$ cat src/rtl/pwm_pkg.sv
// Shared definitions for the PWM width decoder.
//
// Contents:
//   state_e            - measurement FSM encoding (IDLE / HIGH / LOW)
//   WIDTH_DEFAULT      - default counter/output width, matches the width word W
//   MAX_COUNT_DEFAULT  - default counter saturation value
package pwm_pkg;

  typedef enum logic [1:0] {
    IDLE = 2'b00,
    HIGH = 2'b01,
    LOW  = 2'b10
  } state_e;

  localparam int unsigned WIDTH_DEFAULT     = 13;
  localparam int unsigned MAX_COUNT_DEFAULT = 8191;

endpackage

$ cat src/rtl/edge_sync.sv
// Synchronizer and edge detector for an asynchronous single-wire input.
//
// Parameters:
//   SYNC_STAGES - number of synchronizer flops (must be at least 2)
// Ports:
//   clk   in   core clock
//   reset in   asynchronous active-low reset
//   d     in   asynchronous input
//   s     out  synchronized level
//   rise  out  one-cycle pulse, s went 0 -> 1
//   fall  out  one-cycle pulse, s went 1 -> 0
module edge_sync #(
  parameter int unsigned SYNC_STAGES = 2
) (
  input  logic clk,
  input  logic reset,
  input  logic d,
  output logic s,
  output logic rise,
  output logic fall
);

  logic [SYNC_STAGES-1:0] sync_q;
  logic                   s_d_q;

  always_ff @(posedge clk or negedge reset) begin
    if (!reset) begin
      sync_q <= '0;
      s_d_q  <= 1'b0;
    end else begin
      sync_q <= {sync_q[SYNC_STAGES-2:0], d};
      s_d_q  <= sync_q[SYNC_STAGES-1];
    end
  end

  assign s    = sync_q[SYNC_STAGES-1];
  assign rise = s & ~s_d_q;
  assign fall = ~s & s_d_q;

endmodule

$ cat src/rtl/pwm_width_decoder.sv
// PWM width decoder: measures high time and period of a PWM line in clk cycles.
//
// Parameters:
//   WIDTH       - counter and output width
//   SYNC_STAGES - synchronizer depth on signal_in (>= 2)
//   MAX_COUNT   - counter saturation value (<= 2**WIDTH-1)
// Ports:
//   clk       in   core clock
//   reset     in   asynchronous active-low reset
//   en        in   measurement enable
//   signal_in in   asynchronous PWM input
//   W_meas    out  last measured high time
//   P_meas    out  last measured period (rise to rise), clamped at MAX_COUNT
//   valid     out  one-cycle strobe when W_meas/P_meas update
//   timeout   out  sticky: line stuck for MAX_COUNT cycles; cleared by a report
//   busy      out  FSM is in HIGH or LOW
module pwm_width_decoder
  import pwm_pkg::*;
#(
  parameter int unsigned WIDTH       = WIDTH_DEFAULT,
  parameter int unsigned SYNC_STAGES = 2,
  parameter int unsigned MAX_COUNT   = MAX_COUNT_DEFAULT
) (
  input  logic             clk,
  input  logic             reset,
  input  logic             en,
  input  logic             signal_in,
  output logic [WIDTH-1:0] W_meas,
  output logic [WIDTH-1:0] P_meas,
  output logic             valid,
  output logic             timeout,
  output logic             busy
);

  localparam logic [WIDTH-1:0] MAX_C   = WIDTH'(MAX_COUNT);
  localparam logic [WIDTH:0]   MAX_EXT = (WIDTH+1)'(MAX_COUNT);

  // Counters stop at MAX_COUNT instead of wrapping.
  function automatic logic [WIDTH-1:0] sat_inc(input logic [WIDTH-1:0] v);
    return (v == MAX_C) ? v : v + WIDTH'(1);
  endfunction

  // Period sum is formed one bit wider, then clamped to MAX_COUNT.
  function automatic logic [WIDTH-1:0] sat_sum(input logic [WIDTH-1:0] a,
                                               input logic [WIDTH-1:0] b);
    logic [WIDTH:0] sum;
    sum = {1'b0, a} + {1'b0, b};
    return (sum > MAX_EXT) ? MAX_C : sum[WIDTH-1:0];
  endfunction

  logic s, rise, fall;

  edge_sync #(
    .SYNC_STAGES(SYNC_STAGES)
  ) u_edge_sync (
    .clk  (clk),
    .reset(reset),
    .d    (signal_in),
    .s    (s),
    .rise (rise),
    .fall (fall)
  );

  state_e           state_q, state_d;
  logic [WIDTH-1:0] hcnt_q, hcnt_d;
  logic [WIDTH-1:0] lcnt_q, lcnt_d;
  logic [WIDTH-1:0] w_q, w_d;
  logic [WIDTH-1:0] p_q, p_d;
  logic             valid_q, valid_d;
  logic             timeout_q, timeout_d;

  always_ff @(posedge clk or negedge reset) begin
    if (!reset) begin
      state_q   <= IDLE;
      hcnt_q    <= '0;
      lcnt_q    <= '0;
      w_q       <= '0;
      p_q       <= '0;
      valid_q   <= 1'b0;
      timeout_q <= 1'b0;
    end else begin
      state_q   <= state_d;
      hcnt_q    <= hcnt_d;
      lcnt_q    <= lcnt_d;
      w_q       <= w_d;
      p_q       <= p_d;
      valid_q   <= valid_d;
      timeout_q <= timeout_d;
    end
  end

  always_comb begin
    state_d   = state_q;
    hcnt_d    = hcnt_q;
    lcnt_d    = lcnt_q;
    w_d       = w_q;
    p_d       = p_q;
    valid_d   = 1'b0;
    timeout_d = timeout_q;

    if (!en) begin
      // Dropping enable discards any partial measurement; results are held.
      state_d = IDLE;
      hcnt_d  = '0;
      lcnt_d  = '0;
    end else begin
      unique case (state_q)
        IDLE: begin
          hcnt_d = '0;
          lcnt_d = '0;
          if (rise) begin
            state_d = HIGH;
            hcnt_d  = WIDTH'(1);
          end
        end

        HIGH: begin
          // An edge on the saturation cycle takes priority over timeout.
          if (fall) begin
            state_d = LOW;
            lcnt_d  = WIDTH'(1);
          end else if (hcnt_q == MAX_C) begin
            state_d   = IDLE;
            timeout_d = 1'b1;
            hcnt_d    = '0;
            lcnt_d    = '0;
          end else begin
            hcnt_d = sat_inc(hcnt_q);
          end
        end

        LOW: begin
          if (rise) begin
            // Report the completed period and immediately start the next one.
            w_d       = hcnt_q;
            p_d       = sat_sum(hcnt_q, lcnt_q);
            valid_d   = 1'b1;
            timeout_d = 1'b0;
            state_d   = HIGH;
            hcnt_d    = WIDTH'(1);
            lcnt_d    = '0;
          end else if (lcnt_q == MAX_C) begin
            state_d   = IDLE;
            timeout_d = 1'b1;
            hcnt_d    = '0;
            lcnt_d    = '0;
          end else begin
            lcnt_d = sat_inc(lcnt_q);
          end
        end

        default: begin
          state_d = IDLE;
          hcnt_d  = '0;
          lcnt_d  = '0;
        end
      endcase
    end
  end

  assign W_meas  = w_q;
  assign P_meas  = p_q;
  assign valid   = valid_q;
  assign timeout = timeout_q;
  assign busy    = (state_q == HIGH) || (state_q == LOW);

endmodule

$ cat config.mk
export PLATFORM = sky130hd
export DESIGN_NAME = pwm_width_decoder
export DESIGN_NICKNAME = d
export VERILOG_FILES = /design/src/rtl/pwm_pkg.sv /design/src/rtl/edge_sync.sv /design/src/rtl/pwm_width_decoder.sv
export SDC_FILE = /design/constraint.sdc
export NUM_CORES = 1
export LEC_CHECK = 0
export CORE_MARGIN = 5
export CORE_UTILIZATION = 35
export CTS_BUF_LIST = sky130_fd_sc_hd__clkbuf_4
export DETAILED_ROUTE_END_ITERATION = 12
export GPL_ROUTABILITY_DRIVEN = 0
export PLACE_DENSITY = 0.51
export RECOVER_POWER = 100
export SYNTH_ARGS = -nofsm -noshare
export SYNTH_HDL_FRONTEND = slang
export SYNTH_SLANG_ARGS = --single-unit
$ cat constraint.sdc
create_clock -name clk -period 2.3 [get_ports clk]
set_input_delay 0.345 -clock clk [delete_from_list [all_inputs] [get_ports clk]]
set_output_delay 0.345 -clock clk [all_outputs]
set_load 0.1 [all_outputs]
== Word-level counts from Yosys, hierarchy flattened ==
Index checks and enable logic that the tools add are counted.

* Add/sub/neg operators: 3
* Multiply operators: 0
* Div/mod/pow operators: 0
* $lt $le $gt $ge: 1
* Eq/ne operators: 11
* Shifts and indexed selects: 0
* Multiplexer cells: 29
* Bitwise gates (word level): 4
* Reduce and logical (&&, ||, !) cells: 7

{| class="wikitable"
|+ Operator list
! operator !! count
|-
| $mux W13 || 11
|-
| $pmux W13 S3 || 1
|-
| $add A13 B1 Y13 const B || 2
|-
| $eq A13 B13 Y1 const B || 2
|-
| $pmux W13 S2 || 1
|-
| $add A13 B13 Y14 || 1
|-
| $gt A14 B13 Y1 const B || 1
|-
| $mux W2 || 6
|-
| $ne A3 B3 Y1 const B || 3
|-
| $mux W1 || 8
|-
| $ne A4 B4 Y1 const B || 2
|-
| $pmux W2 S3 || 1
|-
| $reduce_and A3 Y1 || 2
|-
| $reduce_and A5 Y1 || 1
|-
| $ne A2 B2 Y1 const B || 2
|-
| $and A1 B1 Y1 || 2
|-
| $eq A2 B1 Y1 const B || 1
|-
| $eq A2 B2 Y1 const B || 1
|-
| $logic_not A2 Y1 || 1
|-
| $not A1 Y1 || 2
|-
| $pmux W1 S2 || 1
|-
| $reduce_and A2 Y1 || 1
|-
| $reduce_bool A2 Y1 || 1
|-
| $logic_or A1 B1 Y1 || 1
|}

* Register bits after elaboration: 59
* Bits in latches: 0
* Bits in writable memories: 0
* ROM bits: 0
* Output and inout port bits: 29
* Logic and storage cells: 64
* Memories: 0

== Depth between registers and ports, before layout ==
* Depth after elaboration: 5
* Depth in mapped cells: 9
* Mapped depth without buffers: 9

== Modules after synthesis ==
Synthesis repeated with hierarchy kept, for this count alone.

* Cells, all modules: 376
* Area, all modules: 3479.6 um2

{| class="wikitable"
|+ By module, submodules not included
! module !! instances !! cells each !! area each (um2) !! seq. area each (um2)
|-
| pwm_width_decoder || 1 || 371 || 3389.5 || 1401.3
|-
| edge_sync || 1 || 5 || 90.1 || 75.1
|}

== Worst setup path before layout ==
Ideal clock, no wire load.

* Path type: register -> register
* Start: register state_q[0]
* End: register lcnt_q[4]
* Arrival: 2278 ps
* Data required time: 2224 ps
* Setup slack: -55 ps
* Stages on the path, launching flop included: 9
* Buffers on the path: 1
* Period minus slack after synthesis: 2355 ps
* Cells stage by stage: dfrtp_1 > inv_1 > ha_1 > nand2_1 > a211o_1 > buf_2 > a31oi_1 > o21ai_0 > o21ai_1

* Longest elaborated chain between the ends: 3
* Elaborated cells between the ends (all ways): 5

{| class="wikitable"
|+ Ends and longest elaborated chain
! element !! line !! RTL
|-
| start, declared || pwm_width_decoder.sv:64 || <nowiki>state_e state_q, state_d;</nowiki>
|-
| start signal, assigned || pwm_width_decoder.sv:82 || <nowiki>state_q <= state_d;</nowiki>
|-
| $eq A2 B2 Y1 or $eq A2 B1 Y1 (tied branches) || pwm_width_decoder.sv:107 || <nowiki>unique case (state_q)</nowiki>
|-
| $pmux W13 S2 || pwm_width_decoder.sv:107 ||
|-
| $mux W13 || pwm_width_decoder.sv:101 || <nowiki>if (!en) begin</nowiki>
|-
| end signal, assigned || pwm_width_decoder.sv:84 || <nowiki>lcnt_q <= lcnt_d;</nowiki>
|-
| end, declared || pwm_width_decoder.sv:66 || <nowiki>logic [WIDTH-1:0] lcnt_q, lcnt_d;</nowiki>
|}

Several ways; a longest one is shown, not always the timed one.
A chain may end at the register's enable or synchronous reset.

== Final worst setup path ==
* Start: register lcnt_q[4]
* End: register p_q[12] (netlist: P_meas[12])

* Longest elaborated chain between the ends: 3

{| class="wikitable"
|+ Ends and longest elaborated chain
! element !! line !! RTL
|-
| $add A13 B13 Y14 * || pwm_width_decoder.sv:47 || <nowiki>sum = {1'b0, a} + {1'b0, b};</nowiki>
|-
| $gt A14 B13 Y1 || pwm_width_decoder.sv:48 || <nowiki>return (sum > MAX_EXT) ? MAX_C : sum[WIDTH-1:0];</nowiki>
|-
| $mux W13 * || pwm_width_decoder.sv:48 ||
|-
| end signal, assigned || pwm_width_decoder.sv:86 || <nowiki>p_q <= p_d;</nowiki>
|-
| end, declared || pwm_width_decoder.sv:68 || <nowiki>logic [WIDTH-1:0] p_q, p_d;</nowiki>
|}

Mark *: on every way between the ends. The rest lies on a longest branch, timed or not.

==> impl_metrics.tcl <==
set metrics [dict create \
    post-route-period-util 0.955 \
    seqPwrFrac 0.326 \
    syn_avg_cell_area_sq_um 9.03 \
    die_w_um 111 \
    fin_crit_ns 2.20 \
    mostFrequentLayoutCell "nand2_1" \
    cts_tree "yes" \
    finalPower_mw 3.98 \
    switching_share 0.529 \
    rsz0062_at_grt "no" \
    synthTopCellsByArea "dfrtp_1 42%, nand2_1 6.8%, ha_1 6.7%" \
    cts_sinks 59 \
    io_buffers 32 \
    cts_root_buf "clkbuf_4" \
    netSwitchingPower_mw 2.11 \
    grt_usage 0.157 \
    crit_path_top_delay_cell "dfrtp_1" \
    async_reset_ff_frac 1.00 \
    start_util 0.361 \
    grt_max_degree 31 \
    crit_family "simple AND/OR/NAND/NOR gates" \
    skew_ns 0.0150 \
    slew_headroom 0.225 \
    hold_class "reg -> reg" \
    outcome "finished clean" \
    crit_path_end_kind "flop" \
    cp_cell_sequence "ha_1 > nand3_1 > o221ai_2 > a21oi_2 > buf_4 > or2_2 > o211ai_1 > nor3b_1" \
    core_area_sq_um 9820 \
    overflow 0 \
    irDropWorstVdd_uv 1140 \
    tightest_slew_ns 1.17 \
    worst-path-buf-inv 1 \
    fmax_mhz 455 \
    hold_viol 0 \
    clockPowerShare 0.177 \
    ys.flop_type "dfrtp_1" \
    io_pins 33 \
    die_y_um 111 \
    crit_fanout 4 \
    rows 36 \
    yosysSeqAreaShare 0.416 \
    grt_pass1_wl_um 15800 \
    netlist.area_leader.share 0.416 \
    finish.instance_area_sq_um 4100 \
    final_util 0.417 \
    cp-start-kind "flop" \
    slew_viol_final 0 \
    hpwlAfterDp_um 6800 \
    setup_tns_ns 0 \
    drt-total-wl_um 9140 \
    mostFrequentLayoutCells "64 x nand2_1, 57 x dfrtp_1, 31 x o21ai_0, 31 x nor2_1, 26 x a21oi_1" \
    grt_pass1_vias 3107 \
    yosysWarnings 0 \
    dieArea_sq_um 12300 \
    synth_cell_types 67 \
    synth_edf_count 0 \
    drt-initial-drc-count 222 \
    place_area_sq_um 4100 \
    vias 3074 \
    via_per_inst 5.24 \
    power.internal_mw 1.88 \
    synth_nets 417 \
    yosysTopAreaCell "dfrtp_1" \
    drv_cap 0 \
    antenna_found_initial 0 \
    fillCellCount 1045 \
    drt-pass1-iter-count 4 \
    clk_path_buf_depth 2 \
    syn_area_sq_um 3550 \
    fin_nets 475 \
    clk_latency_ns 0.42 \
    htree_levels 3 \
    syn_inst 393 \
    worstSetupPathType "reg -> reg" \
    p_per_area_nw_per_um2 972 \
    wire_per_inst_um 15.6 \
    p_leak_nw 1.86 \
    antenna_left 0 \
    clkSlewWorstSetupHoldPaths_ns 0.10 \
    ys_ff_latch 59 \
    drc 0 \
    numCtsBuffers 9 \
    cp.arrival_ns 2.53 \
    area.growth.synth_to_final_pct 15.5 \
    drive_above_1_share 0.174 \
    setup_viol 0 \
    required_ns 2.63 \
    diodes 0 \
    critPathMaxStageDelay_ns 0.45 \
    power_frac_comb 0.497 \
]
-- routing by layer --
metal	GRT usage	wire, um	part of all wire
met5	0	0	0
met4	0.0640	174	0.019
met3	0.0240	304	0.033
met2	0.245	4050	0.44
met1	0.219	4610	0.50
-- final timing paths --
kind,from,endpoint,slack [ns],depth (start not counted)
worst max-delay path,lcnt_q[4],P_meas[12],0.10,8
worst min register to register,u_edge_sync.sync_q[0],u_edge_sync.sync_q[1],0.36,0
worst max register to register,lcnt_q[4],P_meas[12],0.10,8
worst min-delay path,u_edge_sync.sync_q[0],u_edge_sync.sync_q[1],0.36,0
min in group asynchronous,reset,valid,0.52,2
max in group asynchronous,reset,lcnt_q[12],0.53,3
-- power by group through the flow --
stage | registers (mW) | clock network [mW] | logic, mW
floorplan | 2.27 | 0 | 0.708
global placement | 1.32 | 0 | 2.18
detailed placement | 1.33 | 0 | 2.17
CTS | 1.31 | 0.732 | 2.19
global route | 1.33 | 0.767 | 2.10
finish | 1.30 | 0.703 | 1.98
-- kinds of logic after synthesis --
group                    synth area share
flip-flops                          0.416
AO/OA/AOI/OAI                       0.226
multiplexers                      0.00882
buffers and inverters              0.0296
AND/OR/NAND/NOR                     0.225
adder cells (fa/ha/maj)            0.0726
XOR/XNOR                           0.0222
-- cells in the mapped netlist (3+ instances only) --
| library cell | count |
|---|---|
| and2_1 | 4 |
| buf_1 | 3 |
| nand2b_1 | 4 |
| inv_1 | 15 |
| o21ai_1 | 14 |
| o31ai_1 | 8 |
| o22ai_1 | 3 |
| dfrtp_1 | 59 |
| nand2_1 | 64 |
| nand3_1 | 16 |
| xnor2_1 | 4 |
| nor3_1 | 4 |
| o211ai_1 | 4 |
| a21o_1 | 3 |
| and4_1 | 3 |
| nor2b_1 | 8 |
| ha_1 | 19 |
| a31oi_1 | 6 |
| a21oi_1 | 26 |
| and3_1 | 3 |
| nor2_1 | 31 |
| o41ai_1 | 3 |
| o21a_1 | 4 |
| o21ai_0 | 28 |
| xor2_1 | 5 |
| buf_2 | 3 |
-- stage by stage --
step / hold WS (ns) / cells / setup WS, ns
after CTS: 0.335 / 586 / 0.0105
after global routing: 0.379 / 587 / 0.00472
final: 0.357 / 587 / 0.104
after detailed placement: 0.337 / 571 / 0.0239
after floorplan: 0.0494 / 393 / 0.193
after global placement: 0.333 / 571 / 0.0413
-- sequential cells by signal (all words and copies together), names as in the netlist --
register	cells
hcnt_q	13
state_q	2
timeout	1
u_edge_sync.sync_q	2
W_meas	13
u_edge_sync.s_d_q	1
lcnt_q	13
P_meas	13
valid	1
-- repair_timing --
item / CTS / global route
gates cloned: 0 / 0
setup buffers: 0 / 1
gates resized for setup: 1 / 6
endpoints found under the setup margin: 1 / 13
hold buffers: 1 / 0
endpoints found under the hold margin: 28 / 0
pin swaps: 0 / 1
-- cell type report --
class | instances | area, sq um | share of cell area
Clock buffer | 9 | 67.6 | 0.0165
Clock inverter | 5 | 46.3 | 0.0113
Inverter | 17 | 63.8 | 0.0156
Multi-Input combinational cell | 308 | 1950 | 0.476
Sequential cell | 59 | 1480 | 0.361
Tap cell | 133 | 166 | 0.0406
Timing Repair Buffer | 56 | 323 | 0.0788
No activity file was read; power rests on OpenSTA's default activity.
